===== src/rtl/scan_display_controller_pkg.sv =====
// Shared definitions for the multiplexed seven-segment scan controller.
package scan_display_controller_pkg;

  typedef enum logic [1:0] {
    ST_IDLE  = 2'd0,
    ST_SCAN  = 2'd1,
    ST_GUARD = 2'd2
  } state_e;

  localparam int NUM_DIGITS_DEF = 4;
  localparam int DWELL_DEF      = 4;

  // Counter width that stays at least one bit for degenerate sizes.
  function automatic int width_of(input int n);
    return (n > 1) ? $clog2(n) : 1;
  endfunction

endpackage


===== src/rtl/seven_display.sv =====
// Nibble to seven-segment decoder, active-low segments ordered {g,f,e,d,c,b,a}.
module seven_display (
  input  logic [3:0] nibble_i,
  output logic [6:0] seg_o
);

  // Hex glyph lookup
  always_comb begin
    case (nibble_i)
      4'h0: seg_o = 7'b1000000;
      4'h1: seg_o = 7'b1111001;
      4'h2: seg_o = 7'b0100100;
      4'h3: seg_o = 7'b0110000;
      4'h4: seg_o = 7'b0011001;
      4'h5: seg_o = 7'b0010010;
      4'h6: seg_o = 7'b0000010;
      4'h7: seg_o = 7'b1111000;
      4'h8: seg_o = 7'b0000000;
      4'h9: seg_o = 7'b0010000;
      4'hA: seg_o = 7'b0001000;
      4'hB: seg_o = 7'b0000011;
      4'hC: seg_o = 7'b1000110;
      4'hD: seg_o = 7'b0100001;
      4'hE: seg_o = 7'b0000110;
      default: seg_o = 7'b0001110;
    endcase
  end

endmodule


===== src/rtl/scan_display_controller.sv =====
// Time-multiplexed seven-segment scanner with dwell/guard phases, double-buffered
// display value committed on frame boundaries, and leading-zero blanking.
module scan_display_controller
  import scan_display_controller_pkg::*;
#(
  parameter int NUM_DIGITS = NUM_DIGITS_DEF,
  parameter int DWELL      = DWELL_DEF
) (
  input  logic                    clock,
  input  logic                    reset,
  input  logic                    tick,
  input  logic                    en,
  input  logic                    lzb,
  input  logic                    load,
  input  logic [4*NUM_DIGITS-1:0] value_in,
  output logic [NUM_DIGITS-1:0]   an,
  output logic [6:0]              seg,
  output logic                    pending,
  output logic                    frame_done
);

  localparam int IDX_W = width_of(NUM_DIGITS);
  localparam int CNT_W = width_of(DWELL);
  localparam int VAL_W = 4 * NUM_DIGITS;

  state_e                  state_q, state_d;
  logic [IDX_W-1:0]        idx_q, idx_d;
  logic [CNT_W-1:0]        cnt_q, cnt_d;
  logic [VAL_W-1:0]        active_q, active_d;
  logic [VAL_W-1:0]        shadow_q, shadow_d;
  logic                    pending_q, pending_d;
  logic                    frame_done_q, frame_done_d;
  logic [NUM_DIGITS-1:0]   an_q, an_d;
  logic                    wrap;
  logic                    dark;
  logic [3:0]              nib_sel;

  // True when digit i is above digit 0 and every nibble from i upward is zero.
  function automatic logic leading_zero(input logic [VAL_W-1:0] v,
                                        input logic [IDX_W-1:0] i);
    logic all_zero;
    all_zero = 1'b1;
    for (int k = 0; k < NUM_DIGITS; k++) begin
      if (IDX_W'(k) >= i && v[4*k +: 4] != 4'h0) all_zero = 1'b0;
    end
    return (i != '0) && all_zero;
  endfunction

  // Next-state: scan sequencing, frame commit, load capture and digit enables
  always_comb begin
    state_d      = state_q;
    idx_d        = idx_q;
    cnt_d        = cnt_q;
    active_d     = active_q;
    shadow_d     = shadow_q;
    pending_d    = pending_q;
    frame_done_d = 1'b0;
    wrap         = 1'b0;
    dark         = 1'b0;
    an_d         = '1;

    if (!en) begin
      state_d = ST_IDLE;
      idx_d   = '0;
      cnt_d   = '0;
    end else if (tick) begin
      case (state_q)
        ST_IDLE: begin
          state_d = ST_SCAN;
          idx_d   = '0;
          cnt_d   = '0;
        end
        ST_SCAN: begin
          if (cnt_q == CNT_W'(DWELL - 1)) begin
            state_d = ST_GUARD;
            cnt_d   = '0;
          end else begin
            cnt_d = cnt_q + 1'b1;
          end
        end
        ST_GUARD: begin
          state_d = ST_SCAN;
          if (idx_q == IDX_W'(NUM_DIGITS - 1)) begin
            idx_d = '0;
            wrap  = 1'b1;
          end else begin
            idx_d = idx_q + 1'b1;
          end
        end
        default: state_d = ST_IDLE;
      endcase
    end

    // Frame boundary: old shadow is committed before any same-cycle load lands
    if (wrap) begin
      frame_done_d = 1'b1;
      if (pending_q) begin
        active_d  = shadow_q;
        pending_d = 1'b0;
      end
    end

    if (load) begin
      if (state_q == ST_IDLE) begin
        active_d = value_in;
      end else begin
        shadow_d  = value_in;
        pending_d = 1'b1;
      end
    end

    // Enables are computed from next-state values so they line up with seg
    dark = lzb && leading_zero(active_d, idx_d);
    if (state_d == ST_SCAN && !dark) begin
      for (int k = 0; k < NUM_DIGITS; k++) begin
        if (idx_d == IDX_W'(k)) an_d[k] = 1'b0;
      end
    end
  end

  // State and output registers; reset wins over every other input
  always_ff @(posedge clock) begin
    if (reset) begin
      state_q      <= ST_IDLE;
      idx_q        <= '0;
      cnt_q        <= '0;
      active_q     <= '0;
      shadow_q     <= '0;
      pending_q    <= 1'b0;
      frame_done_q <= 1'b0;
      an_q         <= '1;
    end else begin
      state_q      <= state_d;
      idx_q        <= idx_d;
      cnt_q        <= cnt_d;
      active_q     <= active_d;
      shadow_q     <= shadow_d;
      pending_q    <= pending_d;
      frame_done_q <= frame_done_d;
      an_q         <= an_d;
    end
  end

  // Select the nibble of the currently scanned digit
  always_comb begin
    nib_sel = active_q[3:0];
    for (int k = 0; k < NUM_DIGITS; k++) begin
      if (idx_q == IDX_W'(k)) nib_sel = active_q[4*k +: 4];
    end
  end

  seven_display u_dec (
    .nibble_i (nib_sel),
    .seg_o    (seg)
  );

  assign an         = an_q;
  assign pending    = pending_q;
  assign frame_done = frame_done_q;

endmodule


===== config.mk =====
export PLATFORM = sky130hd
export DESIGN_NAME = scan_display_controller
export DESIGN_NICKNAME = d
export VERILOG_FILES = /design/src/rtl/scan_display_controller_pkg.sv /design/src/rtl/seven_display.sv /design/src/rtl/scan_display_controller.sv
export SDC_FILE = /design/constraint.sdc
export NUM_CORES = 1
export LEC_CHECK = 0
export BUFFER_PORTS_ARGS = -buffer_cell sky130_fd_sc_hd__buf_2
export CORE_ASPECT_RATIO = 0.7
export CORE_MARGIN = 4
export CORE_UTILIZATION = 40
export DETAILED_ROUTE_END_ITERATION = 7
export GPL_TIMING_DRIVEN = 0
export HOLD_SLACK_MARGIN = 0.02
export SYNTH_ARGS = -nofsm -noshare
export SYNTH_HDL_FRONTEND = slang
export SYNTH_HIERARCHICAL = 1
export SYNTH_SLANG_ARGS = --single-unit

===== constraint.sdc =====
create_clock -name clock -period 3.5 [get_ports clock]
set_input_delay 0.525 -clock clock [delete_from_list [all_inputs] [get_ports clock]]
set_output_delay 0.525 -clock clock [all_outputs]
set_load 0.1 [all_outputs]

==> results.json <==
{
  "final_nets": 363,
  "cts_hold_buf": 0,
  "synth_compound_area_share_pct": 21.2,
  "die_area_um2": 7210,
  "rsz0062_at_grt": "no",
  "clockBufferDepth": 2,
  "clk_latency_ns": 0.30,
  "initial_utilization_pct": 41.2,
  "synth_cell_type_count": 47,
  "hold_path_class": "reg -> reg",
  "area_growth_pct": 16.1,
  "cap_violations": 0,
  "seqPwrFrac_pct": 48.4,
  "ios": 35,
  "peakVddDrop_mv": 0.160,
  "async_reset_ff_share_pct": 0,
  "ys_warn_count": 6,
  "required_ns": 2.97,
  "syn_avg_cell_area_um2": 8.14,
  "yosys.area_share.xor_xnor_pct": 0,
  "grt_pass1_vias": 2010,
  "slew_viol_final": 0,
  "grt_max_degree": 14,
  "cp-start-kind": "flip-flop",
  "num_rows": 23,
  "ant_nets": 0,
  "crit_type": "reg -> out",
  "path_max_fanout": 5,
  "drt_iter0_drc": 204,
  "synth_top_family_by_area": "simple AND/OR/NAND/NOR gates",
  "pwr_density_cell_nw_per_um2": 402,
  "intPower_uw": 729,
  "insertedDiodeCount": 0,
  "viasPerCell": 5.48,
  "grt_pass1_wl_um": 10300,
  "globalRouteTotalUtil_pct": 18.1,
  "synth_mux_area_share_pct": 9.07,
  "fmax_mhz": 300,
  "dieHeight_um": 72.3,
  "cts_tree": "yes",
  "switchingPower_uw": 372,
  "power_frac_clock_pct": 28.7,
  "finalSetupTns_ns": 0,
  "core_area_um2": 5730,
  "fin_worst_skew_ns": 0.00358,
  "drive_above_1_share_pct": 20.0,
  "finalCoreUtilization_pct": 47.8,
  "r2r_setup_slack_ns": 1.23,
  "synth_adder_area_share_pct": 5.83,
  "hold_viol": 0,
  "htree_levels": 2,
  "io_buffers": 33,
  "synth_simple_gate_area_share_pct": 21.8,
  "min-delay-start": "shadow_q[3]",
  "endpoint_kind": "output port",
  "p_leak_nw": 1.12,
  "r2r_cells": 7,
  "relSlewSlack_pct": 48.9,
  "min_path_cells": 2,
  "syn-num-nets": 323,
  "fin_area_um2": 2740,
  "dp.cells": 398,
  "layout_worst_path_cycle_share_pct": 95.2,
  "r2r-end": "an[1]",
  "netlist_top_cells_area": "dfxtp_1, mux2i_1, nand2_1, ha_1, a21oi_1",
  "worstMarginPinSlew_ns": 0.763,
  "final-setup-viol-count": 0,
  "place_area_um2": 2630,
  "finalNonFillerCells": 405,
  "synthFlopType": "dfxtp_1",
  "yosysSeqAreaShare_pct": 37.3,
  "swShare_pct": 33.8,
  "drc": 0,
  "fin_crit_ns": 3.33,
  "synth_common_cells": "dfxtp_1, nand2_1, nor2_1, a21oi_1, mux2i_1",
  "first_pass_iters": 5,
  "status": "complete, no violations",
  "cts_sinks": 44,
  "synth_edf_count": 0,
  "die_x_um": 99.8,
  "whs_ns": 0.457,
  "drt-total-wl_um": 6470,
  "wl_per_cell_um": 16.0,
  "combPwrFrac_pct": 22.9,
  "synth_seq_cells": 44,
  "vias": 2219,
  "pre_cts_ws_ns": 0.0419,
  "dp_hpwl_um": 4770,
  "hold_end": "shadow_q[3]",
  "synth_top_area_share_pct": 37.3,
  "cp.arrival_ns": 2.81,
  "layout_setup_ws_ns": 0.167,
  "gr-total-overflow": 0,
  "timing.rr.start": "idx_q[1]",
  "yosysTopAreaCell": "dfxtp_1",
  "gp_congestion": 0.873,
  "numCtsBuffers": 5,
  "syn_inst": 290,
  "clk_pin_slew_ns": 0.08,
  "synthesis.area_um2": 2360,
  "cts_root_buffer": "clkbuf_8",
  "power.total_mw": 1.10,
  "antenna_found_initial": 0
}
-- sequential cells by signal, indices dropped and copies added (netlist names) --
name	cells
frame_done	1
cnt_q	2
pending	1
active_q	16
idx_q	2
an	4
shadow_q	16
state_q	2
-- worst max-delay path by stage --
stage | start | endpoint | slack (ns) | depth (start not counted)
after detailed placement | idx_q[0] | seg[3] | 0.04 | 11
after CTS | idx_q[0] | seg[4] | 0.01 | 10
after global placement | idx_q[0] | seg[3] | 0.14 | 11
after global routing | idx_q[1] | seg[4] | 0.007 | 11
final | idx_q[1] | seg[3] | 0.17 | 11
after floorplan | idx_q[0] | seg[1] | -0.18 | 10
-- layout by cell type, fill, tap and decap left out, types with 6 or more instances in the layout --
master     n
clkbuf_1   9
nand3_1    8
buf_2     39
a211oi_1   9
inv_1      6
ha_1      11
nand2_1   44
a21oi_1   24
nor2_1    32
mux2i_1   18
o21ai_1    7
dfxtp_1   43
-- worst max-delay path, cell delays in order (launching register included) --
cell	delay (ns)
dfxtp_1	0.42
inv_1	0.07
ha_1	0.28
mux2i_1	0.15
nor2_1	0.11
a21oi_1	0.08
o21ai_2	0.24
inv_2	0.11
ha_1	0.30
inv_1	0.04
mux4_2	0.46
buf_4	0.25
-- kinds of logic (layout without fill, tap and decap cells) --
| group | after synthesis | after routing |
|---|---|---|
| simple gates | 112 | 112 |
| flops | 44 | 44 |
| mux | 20 | 20 |
| compound gates | 76 | 76 |
| buf+inv | 27 | 67 |
| fa+ha+maj | 11 | 11 |
-- power groups by stage --
stage / registers [mW] / logic (mW) / clock network [mW]
2_1_floorplan: 0.547 / 0.181 / 0
3_3_place_gp: 0.544 / 0.242 / 0
3_5_place_dp: 0.544 / 0.244 / 0
4_1_cts: 0.533 / 0.248 / 0.327
5_1_grt: 0.535 / 0.270 / 0.337
6_report: 0.533 / 0.252 / 0.316
-- routing by layer --
layer / GRT usage, % / vias to the layer above / wire length, um
li1: - / 1105 / -
met1: 28.2 / 1049 / 3340
met2: 25.8 / 62 / 2720
met3: 3.75 / 3 / 391
met4: 2.73 / 0 / 16
met5: 0 / - / 0
-- area by class of cell --
class,count,area [um2]
Fill cell,611,2990
Multi-Input combinational cell,219,1390
Sequential cell,44,882
Timing Repair Buffer,35,185
Tap cell,75,93.8
Buffer,17,73.8
Clock buffer,5,68.8
Inverter,8,30.0
Clock inverter,2,12.5
-- what timing repair did --
action / 4_1_cts / 5_1_grt
endpoints found under the setup margin: 6 / 7
buffers inserted: 1 / 1
pin swaps: 1 / 1
resized for setup: 3 / 4
Note: power is estimated with default switching activity, not from simulation.
